<file path="src/rtl/rr_decode_arbiter.sv">
// Round-robin arbiter for 8 requesters with index and one-hot grant outputs.
// Optional forced release after MAX_HOLD cycles when ARB_TIMEOUT_EN is defined.
module rr_decode_arbiter #(
    parameter int MAX_HOLD = 16
) (
    input  logic       clk,
    input  logic       rst,
    input  logic [7:0] req,
    input  logic       done,
    output logic       gnt_valid,
    output logic [2:0] gnt_idx,
    output logic [7:0] gnt_onehot,
    output logic       timeout
);

    typedef enum logic {IDLE, BUSY} state_t;

    state_t     state, state_n;
    logic [2:0] ptr, ptr_n;
    logic       valid_n;
    logic [2:0] idx_n;
    logic [7:0] oh_n;
    logic [2:0] win, cand;
    logic       found;
    logic       release_n;

    if (MAX_HOLD < 1 || MAX_HOLD > 255) begin : g_bad_hold
        $error("MAX_HOLD out of range");
    end

    // First set request scanning upward from ptr, wrapping 7 -> 0.
    always_comb begin
        win   = '0;
        cand  = '0;
        found = 1'b0;
        for (int k = 0; k < 8; k++) begin
            cand = ptr + 3'(k);
            if (!found && req[cand]) begin
                win   = cand;
                found = 1'b1;
            end
        end
    end

`ifdef ARB_TIMEOUT_EN
    logic [7:0] hold_cnt, cnt_n;
    logic       to_n, forced;
`endif

    always_comb begin
        state_n   = state;
        ptr_n     = ptr;
        valid_n   = gnt_valid;
        idx_n     = gnt_idx;
        oh_n      = gnt_onehot;
        release_n = 1'b0;
`ifdef ARB_TIMEOUT_EN
        cnt_n  = hold_cnt;
        to_n   = 1'b0;
        forced = 1'b0;
`endif
        unique case (state)
            IDLE: begin
                if (found) begin
                    state_n = BUSY;
                    valid_n = 1'b1;
                    idx_n   = win;
                    oh_n    = 8'b1 << win;
`ifdef ARB_TIMEOUT_EN
                    cnt_n = '0;
`endif
                end
            end
            BUSY: begin
                release_n = done || !req[gnt_idx];
`ifdef ARB_TIMEOUT_EN
                forced = !release_n && (hold_cnt == 8'(MAX_HOLD - 1));
                to_n   = forced;
                if (!release_n && !forced)
                    cnt_n = hold_cnt + 8'd1;
                release_n = release_n || forced;
`endif
                if (release_n) begin
                    state_n = IDLE;
                    ptr_n   = gnt_idx + 3'd1;
                    valid_n = 1'b0;
                    idx_n   = '0;
                    oh_n    = '0;
                end
            end
            default: state_n = IDLE;
        endcase
    end

    always_ff @(posedge clk) begin
        if (rst) begin
            state      <= IDLE;
            ptr        <= '0;
            gnt_valid  <= 1'b0;
            gnt_idx    <= '0;
            gnt_onehot <= '0;
        end else begin
            state      <= state_n;
            ptr        <= ptr_n;
            gnt_valid  <= valid_n;
            gnt_idx    <= idx_n;
            gnt_onehot <= oh_n;
        end
    end

`ifdef ARB_TIMEOUT_EN
    always_ff @(posedge clk) begin
        if (rst) begin
            hold_cnt <= '0;
            timeout  <= 1'b0;
        end else begin
            hold_cnt <= cnt_n;
            timeout  <= to_n;
        end
    end
`else
    assign timeout = 1'b0;
`endif

endmodule

</file>
<file path="config.mk">
export PLATFORM = sky130hd
export DESIGN_NAME = rr_decode_arbiter
export DESIGN_NICKNAME = d
export VERILOG_FILES = /design/src/rtl/rr_decode_arbiter.sv
export SDC_FILE = /design/constraint.sdc
export NUM_CORES = 1
export LEC_CHECK = 0
export CAP_MARGIN = 20
export CELL_PAD_IN_SITES_DETAIL_PLACEMENT = 0
export CELL_PAD_IN_SITES_GLOBAL_PLACEMENT = 2
export CORE_MARGIN = 4
export CORE_UTILIZATION = 32
export CTS_CLUSTER_DIAMETER = 40
export CTS_CLUSTER_SIZE = 16
export DETAILED_ROUTE_END_ITERATION = 10
export GPL_ROUTABILITY_DRIVEN = 0
export GPL_TIMING_DRIVEN = 0
export PLACE_DENSITY = 0.8
export SETUP_SLACK_MARGIN = 0.1
export SYNTH_ARGS = -nofsm -noshare
export SYNTH_HDL_FRONTEND = slang
export SYNTH_SLANG_ARGS = --single-unit
</file>
<file path="constraint.sdc">
create_clock -name clk -period 3.2 [get_ports clk]
set_input_delay 0.48 -clock clk [delete_from_list [all_inputs] [get_ports clk]]
set_output_delay 0.48 -clock clk [all_outputs]
set_load 0.02 [all_outputs]
</file>
# Yosys cells after proc, flatten, opt, wreduce, memory -nomap -nowiden
# Cells that the tools add are included.
# classes
bitwise	1
mux	46
order_cmp	9
n_shift	1
reduce_logical	18
n_eq_ne	2
add_sub_neg	8
# op_table
operator	count
less-than comparator 3 x 4 -> 1 bit (second input constant)	9
2-to-1 mux 3 bit	10
binary-select mux 1 bit (select 3 bit)	9
2-to-1 mux 1 bit	21
2-to-1 mux 8 bit	2
case mux 8 bit (2 select lines)	1
adder 3 bit (second input constant)	4
logical NOT 1 bit	8
left shift 1 x 3 -> 8 bit (first input constant)	1
logical AND 1 bit	7
adder 3 x 1 -> 3 bit (second input constant)	2
adder 3 x 2 -> 3 bit (second input constant)	2
case mux 3 bit (2 select lines)	1
case mux 1 bit (2 select lines)	2
AND reduction 2 bit	2
!= test 2 x 1 -> 1 bit (second input constant)	1
!= test 2 bit (second input constant)	1
logical OR 1 bit	1
NOT 1 bit	1
# word_totals
output_inout_bits	13
in_bits	11
regBits	16

# Longest topological paths before layout
# Gate-level depths: netlist of run 1.
# depth
word_depth	27
ltp_mapped	13
depth_no_buf	10

# Least setup slack after synthesis of run 1
# Ideal clock, no wire load.
# synth_path
path_kind	reg2reg
start	register ptr[1]
end	register gnt_onehot[6]
path_stages_with_launch	13
t_arrival_ns	2.961
synth_period_minus_slack_ns	3.078
slack_ns	0.122
required_ns	3.083
path_buffers	2
path_cell_list	dfxtp_1 clkbuf_8 inv_1 ha_1 buf_6 mux2i_1 mux4_1 a32o_1 a31o_1 a2111o_1 a21oi_4 inv_2 a32o_1
# synth_via
elab_chain_len	27
word_cells_on_any_way	58
# synth_lines
item	line	source
start, declared	19	logic [2:0] ptr, ptr_n;
start signal, assigned	104	ptr <= ptr_n;
parallel branches: the longest is 27 deep, another holds adder 3 x 1 -> 3 bit	--	
end signal, assigned	107	gnt_onehot <= oh_n;
end, declared	12	output logic [7:0] gnt_onehot,
# Several ways; the timed one is not identified. The select of a mux whose other input is x is not followed.
# A chain may end at the register's enable or synchronous reset.

# Worst setup path in the final report of run 1
# layout_path
start	input port req[5]
end	register gnt_onehot[7]
# layout_via
elab_chain_len	27
word_cells_on_any_way	56
# layout_lines
item	line	source
start, declared	8	input logic [7:0] req,
binary-select mux 1 bit (select 3 bit)	38	if (!found && req[cand]) begin
2-to-1 mux 1 bit (not written as such)	38	
2-to-1 mux 1 bit	38	
logical NOT 1 bit	38	
logical AND 1 bit	38	
2-to-1 mux 1 bit	38	
logical NOT 1 bit	38	
logical AND 1 bit	38	
[11 not listed]	--	
logical AND 1 bit	38	
2-to-1 mux 1 bit	38	
logical NOT 1 bit	38	
logical AND 1 bit	38	
2-to-1 mux 3 bit	38	
left shift 1 x 3 -> 8 bit	68	oh_n = 8'b1 << win;
2-to-1 mux 8 bit	64	if (found) begin
case mux 8 bit (2 select lines)	62	unique case (state)
# Parallel ways exist; a longest one is shown, timed or not. The select of a mux whose other input is x is not followed.

==> impl_metrics.py, run 1 <==
metrics = {
    "outcome": {
        "status": "completed",
    },
    "yosys": {
        "synth_top_area_cell": "dfxtp_1",
        "yosys-top-cells-area": "dfxtp_1 18%, mux4_2 11%, mux2i_1 6.2%",
        "yosysMostFrequentCell": "dfxtp_1",
        "synthesis.area_mm2": 0.00178,
        "ys_warn_count": 0,
        "synth_edf_count": 0,
        "synth_seq_area_share_pct": 18.0,
        "synthArstFlopShare_pct": 0,
        "synthDistinctLibCells": 62,
        "syn_nets": 194,
        "synth_top_cell_area_share_pct": 18.0,
        "syn_avg_cell_area_um2": 9.91,
        "synthCells": 180,
        "synth_seq_cells": 16,
        "synth_ff_type": "dfxtp_1",
        "synthTopCellsByCount": "16 x dfxtp_1, 11 x inv_1, 11 x mux2i_1, 11 x nand2_1",
    },
    "clocking": {
        "path_clk_slew_ns": 0.06,
        "cts_num_sinks": 16,
        "clk_latency_ns": 0.24,
        "postCtsHoldBufs": 0,
        "root_buffer": "clkbuf_8",
        "cts_buffers": 3,
        "cts_buffer_depth": 2,
        "cts_tree": "yes",
        "cts_max_level": 1,
    },
    "timing": {
        "slew_headroom_pct": 62.7,
        "fmax_mhz": 330,
        "finalHoldViolations": 0,
        "skew_ns": 0.000679,
        "rsz0062_at_grt": "no",
        "final_period_minus_worst_setup_slack_ns": 3.03,
        "worst_pin_slew_ns": 0.556,
        "setup-violations-final": 0,
        "holdWs_ns": 0.473,
        "post-route-period-util_pct": 94.7,
        "slew_viol_final": 0,
    },
    "placement": {
        "placedCellCount": 272,
        "port_buffers": 22,
        "dpl_cell_area_mm2": 0.00209,
        "dp_hpwl_um": 3730,
    },
    "grt": {
        "grt-ovfl-total": 0,
        "first_global_vias": 1624,
        "grt_pass1_wl_um": 8340,
        "grt_usage_pct": 15.7,
        "antenna_found_initial": 0,
        "grt_max_degree": 11,
    },
    "routing": {
        "drcViolationCount": 0,
        "firstDrtPassIters": 4,
        "ant_nets": 0,
        "drt-total-wl_um": 5010,
        "dr_total_vias": 1610,
        "via_per_inst": 5.65,
        "wl_per_cell_um": 17.6,
        "drt_iter0_markers": 185,
    },
    "worst_hold_path": {
        "min_from": "gnt_onehot[3]",
        "min_to": "gnt_onehot[3]",
        "min_delay_path_depth": 2,
        "hp-class": "reg -> reg",
    },
    "worst_setup_path": {
        "rrSetupSlack_ns": 0.23,
        "required_ns": 3.33,
        "cp_max_fo": 9,
        "rr_endpoint": "gnt_onehot[1]",
        "rr_startpoint": "ptr[0]",
        "worstPathArrival_ns": 3.16,
        "crit_type": "in -> reg",
        "start_kind": "input port",
        "worstSetupEndpointType": "register",
        "rr_worst_depth": 11,
    },
    "cells_and_area": {
        "antenna_cells": 0,
        "post_route_cells_drive_above_1_share_pct": 35.8,
        "fillCellCount": 522,
        "multi_input_area_mm2": 0.00141,
        "ff_latch_area_um2": 328,
        "final-instance-count-excl-fill": 285,
        "area_growth_pct": 30.4,
        "nets": 230,
        "fin_area_mm2": 0.00232,
    },
    "run": {
        "maxCapViolCount": 0,
    },
    "floorplan": {
        "io_pins": 24,
        "die_h_um": 82.6,
        "die_w_um": 82.6,
        "start_util_pct": 34.0,
        "rows": 26,
        "die-area_mm2": 0.00683,
        "core_mm2": 0.00524,
    },
    "pwr": {
        "powerDensity_mw_per_mm2": 653,
        "ir_drop_mv": 0.316,
        "finalPower_mw": 1.52,
        "p_leak_nw": 0.892,
    },
}
state kept, by name, indices dropped and copies added, names as in the netlist:
register and count:
gnt_valid 1, gnt_onehot 8, state 1, ptr 3
gnt_idx 3
logic make-up after synthesis:
kind of cell	count (synthesis)	synth area share, %
buffers and inverters	20	7.58
XOR/XNOR	6	2.95
multiplexers	33	28.5
flip-flops	16	18.0
AO/OA/AOI/OAI	49	23.6
other	1	0.210
AND/OR/NAND/NOR	52	17.1
adder cells (fa/ha/maj)	3	2.11
placed cells by master, fill, tap and decap left out, types with 5 or more instances in the layout:
master,n
mux2_2,8
nor2_1,9
mux4_2,12
nand2_1,10
clkbuf_8,6
clkdlybuf4s50_1,18
dfxtp_1,14
inv_1,9
a32o_1,6
buf_4,11
nor2b_1,5
mux2i_1,10
worst max-delay path by stage:
| stage | startpoint | endpoint | slack (ns) | cells after the start |
|---|---|---|---|---|
| 5_1_grt | req[5] | gnt_onehot[7] | 0.10 | 9 |
| 6_report | req[5] | gnt_onehot[7] | 0.17 | 9 |
| 4_1_cts | ptr[0] | gnt_onehot[7] | 0.12 | 11 |
| 3_5_place_dp | ptr[1] | gnt_onehot[0] | -0.30 | 13 |
| 2_1_floorplan | ptr[1] | gnt_onehot[6] | 0.12 | 12 |
| 3_3_place_gp | ptr[1] | gnt_onehot[0] | -0.31 | 13 |
final cells by class:
class,count,share of cell area [%]
inverter,12,2.15
sequential,16,14.1
timing repair buffer,32,13.1
clock buffer,4,2.37
tap,70,3.77
multi-input combinational,144,60.5
buffer,7,3.93
metrics by stage:
| step | setup TNS [ns] | util [%] | worst slack, ns |
|---|---|---|---|
| after floorplan | 0 | - | 0.122 |
| after global placement | -2.33 | 39.9 | -0.308 |
| after detailed placement | -2.19 | 39.9 | -0.303 |
| after CTS | 0 | 43.7 | 0.123 |
| after global routing | 0 | 44.4 | 0.101 |
| final | 0 | 44.4 | 0.169 |
critical path, cell delays in order:
cell	delay, ns
clkdlybuf4s50_1	0.65
mux2i_1	0.16
mux4_2	0.52
a32o_2	0.27
a31o_1	0.22
a2111o_1	0.33
a21oi_4	0.22
inv_2	0.06
a32o_1	0.25
routing by layer:
layer | track usage (%) | wire length [um] | vias up
li1 | - | - | 782
met1 | 22.3 | 2370 | 786
met2 | 26.3 | 2450 | 38
met3 | 0.976 | 162 | 4
met4 | 2.94 | 33 | 0
met5 | 0 | 0 | -
power by group:
group	internal, mW	switching (mW)
combinational	0.517	0.549
clock	0.109	0.0629
sequential	0.239	0.0404
total	0.865	0.653
repair_timing:
item | CTS | global route
pin swaps | 9 | 9
buffers inserted | 7 | 3
resized for setup | 21 | 14
endpoints found under the setup margin | 11 | 9
Note: power is estimated with default switching activity, not from simulation.
==> run 2, diff against run 1 <==
- CORE_UTILIZATION: 32 -> 35
- PLACE_DENSITY: 0.8 -> 0.83
- clock period: 3.2 -> 3.37 ns (I/O delays scaled with it)
==> run 2 against run 1 <==
Against the previous run: register-to-register slack lost 0.02 ns; die area shrank 7.8%; global-route usage grew 0.53 points; clock power fell by 16%; cell area shrank 0.65%; non-clock buffer count shrank 4; wire length fell by 0.78%; combinational power fell by 4%; clock skew grew 0.00090 ns; count of clock-buffer cells in the layout fell by 1; sequential power fell by 5%.
==> impl_metrics.py, run 2 (same netlist as run 1, synthesis figures left out) <==
metrics = {
    "routing": {
        "dr_total_vias": 1653,
        "wl_per_cell_um": 17.9,
        "firstDrtPassIters": 4,
        "ant_nets": 0,
        "via_per_inst": 5.97,
        "drt-total-wl_um": 4970,
        "drcViolationCount": 0,
        "drt_iter0_markers": 59,
    },
    "cells_and_area": {
        "largestRegisters": "gnt_onehot x8, gnt_idx x3, ptr x3",
        "area_growth_pct": 29.5,
        "post_route_cells_drive_above_1_share_pct": 35.2,
        "postLayoutCoreUtil_pct": 47.9,
        "largest_reg_flops": 8,
        "regMostFlops": "gnt_onehot",
        "final-instance-count-excl-fill": 277,
        "multi_input_area_mm2": 0.00145,
        "antenna_cells": 0,
        "ff_latch_area_um2": 325,
        "fillCellCount": 468,
        "fin_area_mm2": 0.00231,
        "layout_commonest_cell": "clkdlybuf4s50_1",
        "final_cell_mix": "22 x clkdlybuf4s50_1, 14 x dfxtp_1, 11 x mux4_2",
        "nets": 226,
    },
    "timing": {
        "final_period_minus_worst_setup_slack_ns": 3.16,
        "slew_viol_final": 0,
        "rsz0062_at_grt": "no",
        "post-route-period-util_pct": 93.9,
        "fmax_mhz": 316,
        "finalHoldViolations": 0,
        "slew_headroom_pct": 62.9,
        "skew_ns": 0.00158,
        "worst_pin_slew_ns": 0.552,
        "setup-violations-final": 0,
    },
    "worst_setup_path": {
        "crit_type": "reg -> reg",
        "start_kind": "register",
        "required_ns": 3.51,
        "worstSetupEndpointType": "register",
        "cp_max_fo": 10,
        "worstPathArrival_ns": 3.30,
    },
    "run": {
        "maxCapViolCount": 0,
    },
    "clocking": {
        "cts_tree": "yes",
        "cts_max_level": 1,
        "cts_buffer_depth": 2,
        "cts_buffers": 3,
        "root_buffer": "clkbuf_8",
        "clk_latency_ns": 0.25,
        "cts_num_sinks": 16,
        "path_clk_slew_ns": 0.06,
    },
    "grt": {
        "grt_max_degree": 11,
        "grt-ovfl-total": 0,
        "grt_usage_pct": 16.2,
        "first_global_vias": 1661,
        "antenna_found_initial": 0,
        "grt_pass1_wl_um": 8160,
    },
    "floorplan": {
        "die_w_um": 79.4,
        "die-area_mm2": 0.00630,
        "rows": 25,
        "die_h_um": 79.4,
        "io_pins": 24,
        "start_util_pct": 37.0,
        "core_mm2": 0.00482,
    },
    "placement": {
        "placedCellCount": 269,
        "dpl_cell_area_mm2": 0.00209,
        "dp_hpwl_um": 3790,
        "port_buffers": 22,
    },
    "pwr": {
        "p_leak_nw": 0.847,
        "ir_drop_mv": 0.353,
        "powerDensity_mw_per_mm2": 622,
        "finalPower_mw": 1.44,
    },
    "outcome": {
        "status": "completed",
    },
    "worst_hold_path": {
        "hp-class": "reg -> reg",
    },
}
## run 2: cell types whose count changed in the layout (fill, tap and decap cells not counted), moves of 2 or more
cell,before,now
buf_4,11,6
clkdlybuf4s50_1,18,22
dlymetal6s2s_1,4,0
inv_4,2,0
mux2i_1,10,8
mux2i_2,1,3
nor3_2,2,0
## run 2: layer usage
| layer | share of wire (%) | routed length [um] | vias up | global-route usage, % |
|---|---|---|---|---|
| li1 | - | - | 767 | - |
| met1 | 45 | 2220 | 845 | 20.4 |
| met2 | 52 | 2570 | 39 | 29.9 |
| met3 | 3.4 | 171 | 2 | 2.37 |
| met4 | 0.16 | 8 | 0 | 2.23 |
| met5 | 0 | 0 | - | 0 |
## run 2: through the flow
stage               TNS (ns)  worst slack, ns  hold WS, ns
floorplan                  0            0.292        0.492
global route               0           0.0961        0.484
CTS                        0            0.110        0.467
global placement      -0.916           -0.210        0.440
detailed placement     -1.40           -0.256        0.453
finish                     0            0.206        0.465
## run 2: what timing repair did
item / 4_1_cts / 5_1_grt
pin swaps: 3 / 7
resized for setup: 13 / 21
endpoints found under the hold margin: 0 / 0
setup endpoints to repair: 10 / 9
setup buffers: 1 / 4
hold buffers: 0 / 0
## run 2: layout make-up
| cell class | instances | share of cell area, % |
|---|---|---|
| buffer | 8 | 4.60 |
| clock buffer | 3 | 1.79 |
| inverter | 12 | 2.11 |
| multi-input combinational | 144 | 62.6 |
| sequential | 16 | 14.1 |
| tap | 67 | 3.63 |
| timing repair buffer | 27 | 11.2 |
## run 2: worst max-delay path, cell delays in order (launching register included)
cell and delay, ns:
dfxtp_4 0.36, clkbuf_16 0.15, clkinvlp_4 0.11, ha_4 0.28, buf_8 0.13, buf_8 0.15
mux4_2 0.53, mux2_4 0.33, a21o_1 0.17, a211oi_2 0.25, a22oi_2 0.17, and2_4 0.18
a32o_1 0.24
## run 2: path summary, 6_finish.rpt
path	from	endpoint	slack [ns]	cells after the start
max reg2reg	ptr[1]	gnt_onehot[5]	0.21	12
min	gnt_onehot[6]	gnt_onehot[6]	0.46	1
min reg2reg	gnt_onehot[6]	gnt_onehot[6]	0.46	1
max	ptr[1]	gnt_onehot[5]	0.21	12
## run 2: power by group
part	switching [mW]	internal, mW
registers	0.0384	0.226
logic	0.537	0.490
clock network	0.0646	0.0793
total	0.640	0.796
==> run 3, diff against run 2 <==
- CORE_UTILIZATION: 35 -> 40
- DONT_BUFFER_PORTS: unset -> 1
- PLACE_DENSITY: 0.83 -> 0.82
==> run 3 against run 2 <==
Against the previous run: count of clock-buffer cells in the layout increased by 1; non-clock buffer count decreased by 22; cell count decreased by 13%; maximum frequency about the same; clock skew increased by 0.0018 ns; combinational power decreased by 14%; sequential power increased by 15%.
==> impl_metrics.py, run 3 (same netlist as run 1, synthesis figures left out) <==
metrics = {
    "cells_and_area": {
        "regMostFlops": "gnt_onehot",
        "largest_reg_flops": 8,
        "largestRegisters": "gnt_onehot x8, gnt_idx x3, ptr x3",
        "nets": 204,
        "multi_input_area_mm2": 0.00143,
        "fillCellCount": 418,
        "antenna_cells": 0,
        "layout_commonest_cell": "dfxtp_1",
        "final-instance-count-excl-fill": 241,
        "post_route_cells_drive_above_1_share_pct": 37.6,
        "postLayoutCoreUtil_pct": 47.3,
        "ff_latch_area_um2": 325,
        "final_cell_mix": "14 x dfxtp_1, 11 x mux4_2, 11 x mux2i_1, 11 x nand2_1, 10 x inv_1",
        "area_growth_pct": 14.8,
    },
    "timing": {
        "rsz0062_at_grt": "no",
        "fmax_mhz": 316,
        "final_period_minus_worst_setup_slack_ns": 3.16,
        "skew_ns": 0.00343,
        "finalHoldViolations": 0,
        "post-route-period-util_pct": 93.9,
        "slew_viol_final": 0,
        "setup-violations-final": 0,
        "worst_pin_slew_ns": 0.565,
        "slew_headroom_pct": 62.1,
    },
    "clocking": {
        "cts_buffers": 3,
        "root_buffer": "clkbuf_8",
        "cts_num_sinks": 16,
        "cts_max_level": 1,
        "path_clk_slew_ns": 0.06,
        "clk_latency_ns": 0.25,
        "cts_buffer_depth": 2,
        "cts_tree": "yes",
    },
    "worst_setup_path": {
        "startpoint": "ptr[1]",
        "critical-path-max-stage-delay_ns": 0.53,
        "rr_startpoint": "ptr[1]",
        "required_ns": 3.51,
        "crit_type": "reg -> reg",
        "worstPathArrival_ns": 3.31,
        "start_kind": "register",
        "cp-endpoint": "gnt_onehot[0]",
        "rrSetupSlack_ns": 0.21,
        "rr_endpoint": "gnt_onehot[0]",
        "rr_worst_depth": 12,
        "cp.depth": 12,
        "cpMaxStageDelayCell": "mux4_2",
        "crit_family": "compound AO/OA/AOI/OAI gates",
        "crit_buf_inv": 5,
        "worstSetupEndpointType": "register",
        "path_cells": "clkbuf_8, inv_1, ha_1, buf_6, buf_8, mux4_2, mux2_4, o31a_2, o221ai_2, a21oi_4, buf_4, a32o_1",
        "cp_max_fo": 10,
    },
    "outcome": {
        "status": "completed",
    },
    "worst_hold_path": {
        "hp-class": "in -> reg",
    },
    "floorplan": {
        "die_w_um": 74.8,
        "die_h_um": 74.8,
        "rows": 24,
        "die-area_mm2": 0.00559,
        "core_mm2": 0.00432,
        "io_pins": 24,
        "start_util_pct": 41.2,
    },
    "routing": {
        "wl_per_cell_um": 19.0,
        "ant_nets": 0,
        "drcViolationCount": 0,
        "drt_iter0_markers": 111,
        "dr_total_vias": 1549,
        "via_per_inst": 6.43,
        "firstDrtPassIters": 4,
        "drt-total-wl_um": 4590,
    },
    "grt": {
        "grt_pass1_wl_um": 7490,
        "grt_most_used_layer": "met2",
        "grt-ovfl-total": 0,
        "grt_util_met2_pct": 27.0,
        "antenna_found_initial": 0,
        "met1_usage_pct": 24.6,
        "first_global_vias": 1488,
        "gr-usage-met3_pct": 2.67,
        "grt_usage_pct": 17.1,
        "grt_max_degree": 11,
    },
    "placement": {
        "dp_hpwl_um": 3450,
        "placedCellCount": 232,
        "port_buffers": 0,
    },
    "pwr": {
        "powerDensity_mw_per_mm2": 661,
        "ir_drop_mv": 0.299,
        "finalPower_mw": 1.35,
        "p_leak_nw": 0.766,
    },
    "run": {
        "maxCapViolCount": 0,
    },
}
## run 3: cell types whose count changed in the layout (fill, tap and decap cells not counted), moves of 2 or more
| cell | before | now |
|---|---|---|
| clkbuf_8 | 5 | 7 |
| clkdlybuf4s50_1 | 22 | 0 |
| mux2i_2 | 3 | 0 |
| mux2i_1 | 8 | 11 |
## run 3: how the worst min path moves through the flow
stage               slack (ns)  startpoint      to  cells after the start
detailed placement        0.54       state   state                      1
CTS                       0.30         rst  ptr[0]                      1
global route              0.29         rst  ptr[1]                      1
floorplan                 0.49       state   state                      1
global placement          0.54       state   state                      1
finish                    0.31         rst  ptr[0]                      1
## run 3: per-layer routing
| metal | share of wire [%] | wire [um] |
|---|---|---|
| met4 | 1.7 | 78 |
| met1 | 46 | 2110 |
| met3 | 3.4 | 154 |
| met5 | 0 | 0 |
| met2 | 49 | 2240 |
## run 3: power breakdown
| part | internal [mW] | switching [mW] |
|---|---|---|
| sequential | 0.226 | 0.0763 |
| combinational | 0.411 | 0.469 |
| clock | 0.104 | 0.0661 |
| total | 0.741 | 0.612 |
## run 3: cell type report
type | instances | share of cell area [%]
inverters | 12 | 2.20
multi-input cells | 144 | 69.7
clock buffers | 4 | 2.69
plain buffers | 8 | 4.46
repair buffers | 5 | 1.83
well taps | 52 | 3.18
flip-flops and latches | 16 | 15.9
## run 3: timing repair
action / 4_1_cts / 5_1_grt
gates resized for setup: 9 / 17
endpoints found under the hold margin: 0 / 0
setup endpoints to repair: 10 / 9
hold buffers: 0 / 0
pin swaps: 1 / 10
buffers inserted: 1 / 4
## run 3: stage by stage
step	cell area (um^2)	hold slack [ns]	setup TNS (ns)	worst slack [ns]
2_1_floorplan	1780	0.492	0	0.292
3_3_place_gp	1850	0.540	-0.545	-0.146
3_5_place_dp	1850	0.537	-0.617	-0.165
4_1_cts	1920	0.302	0	0.107
5_1_grt	2050	0.295	0	0.0858
6_report	2050	0.306	0	0.205
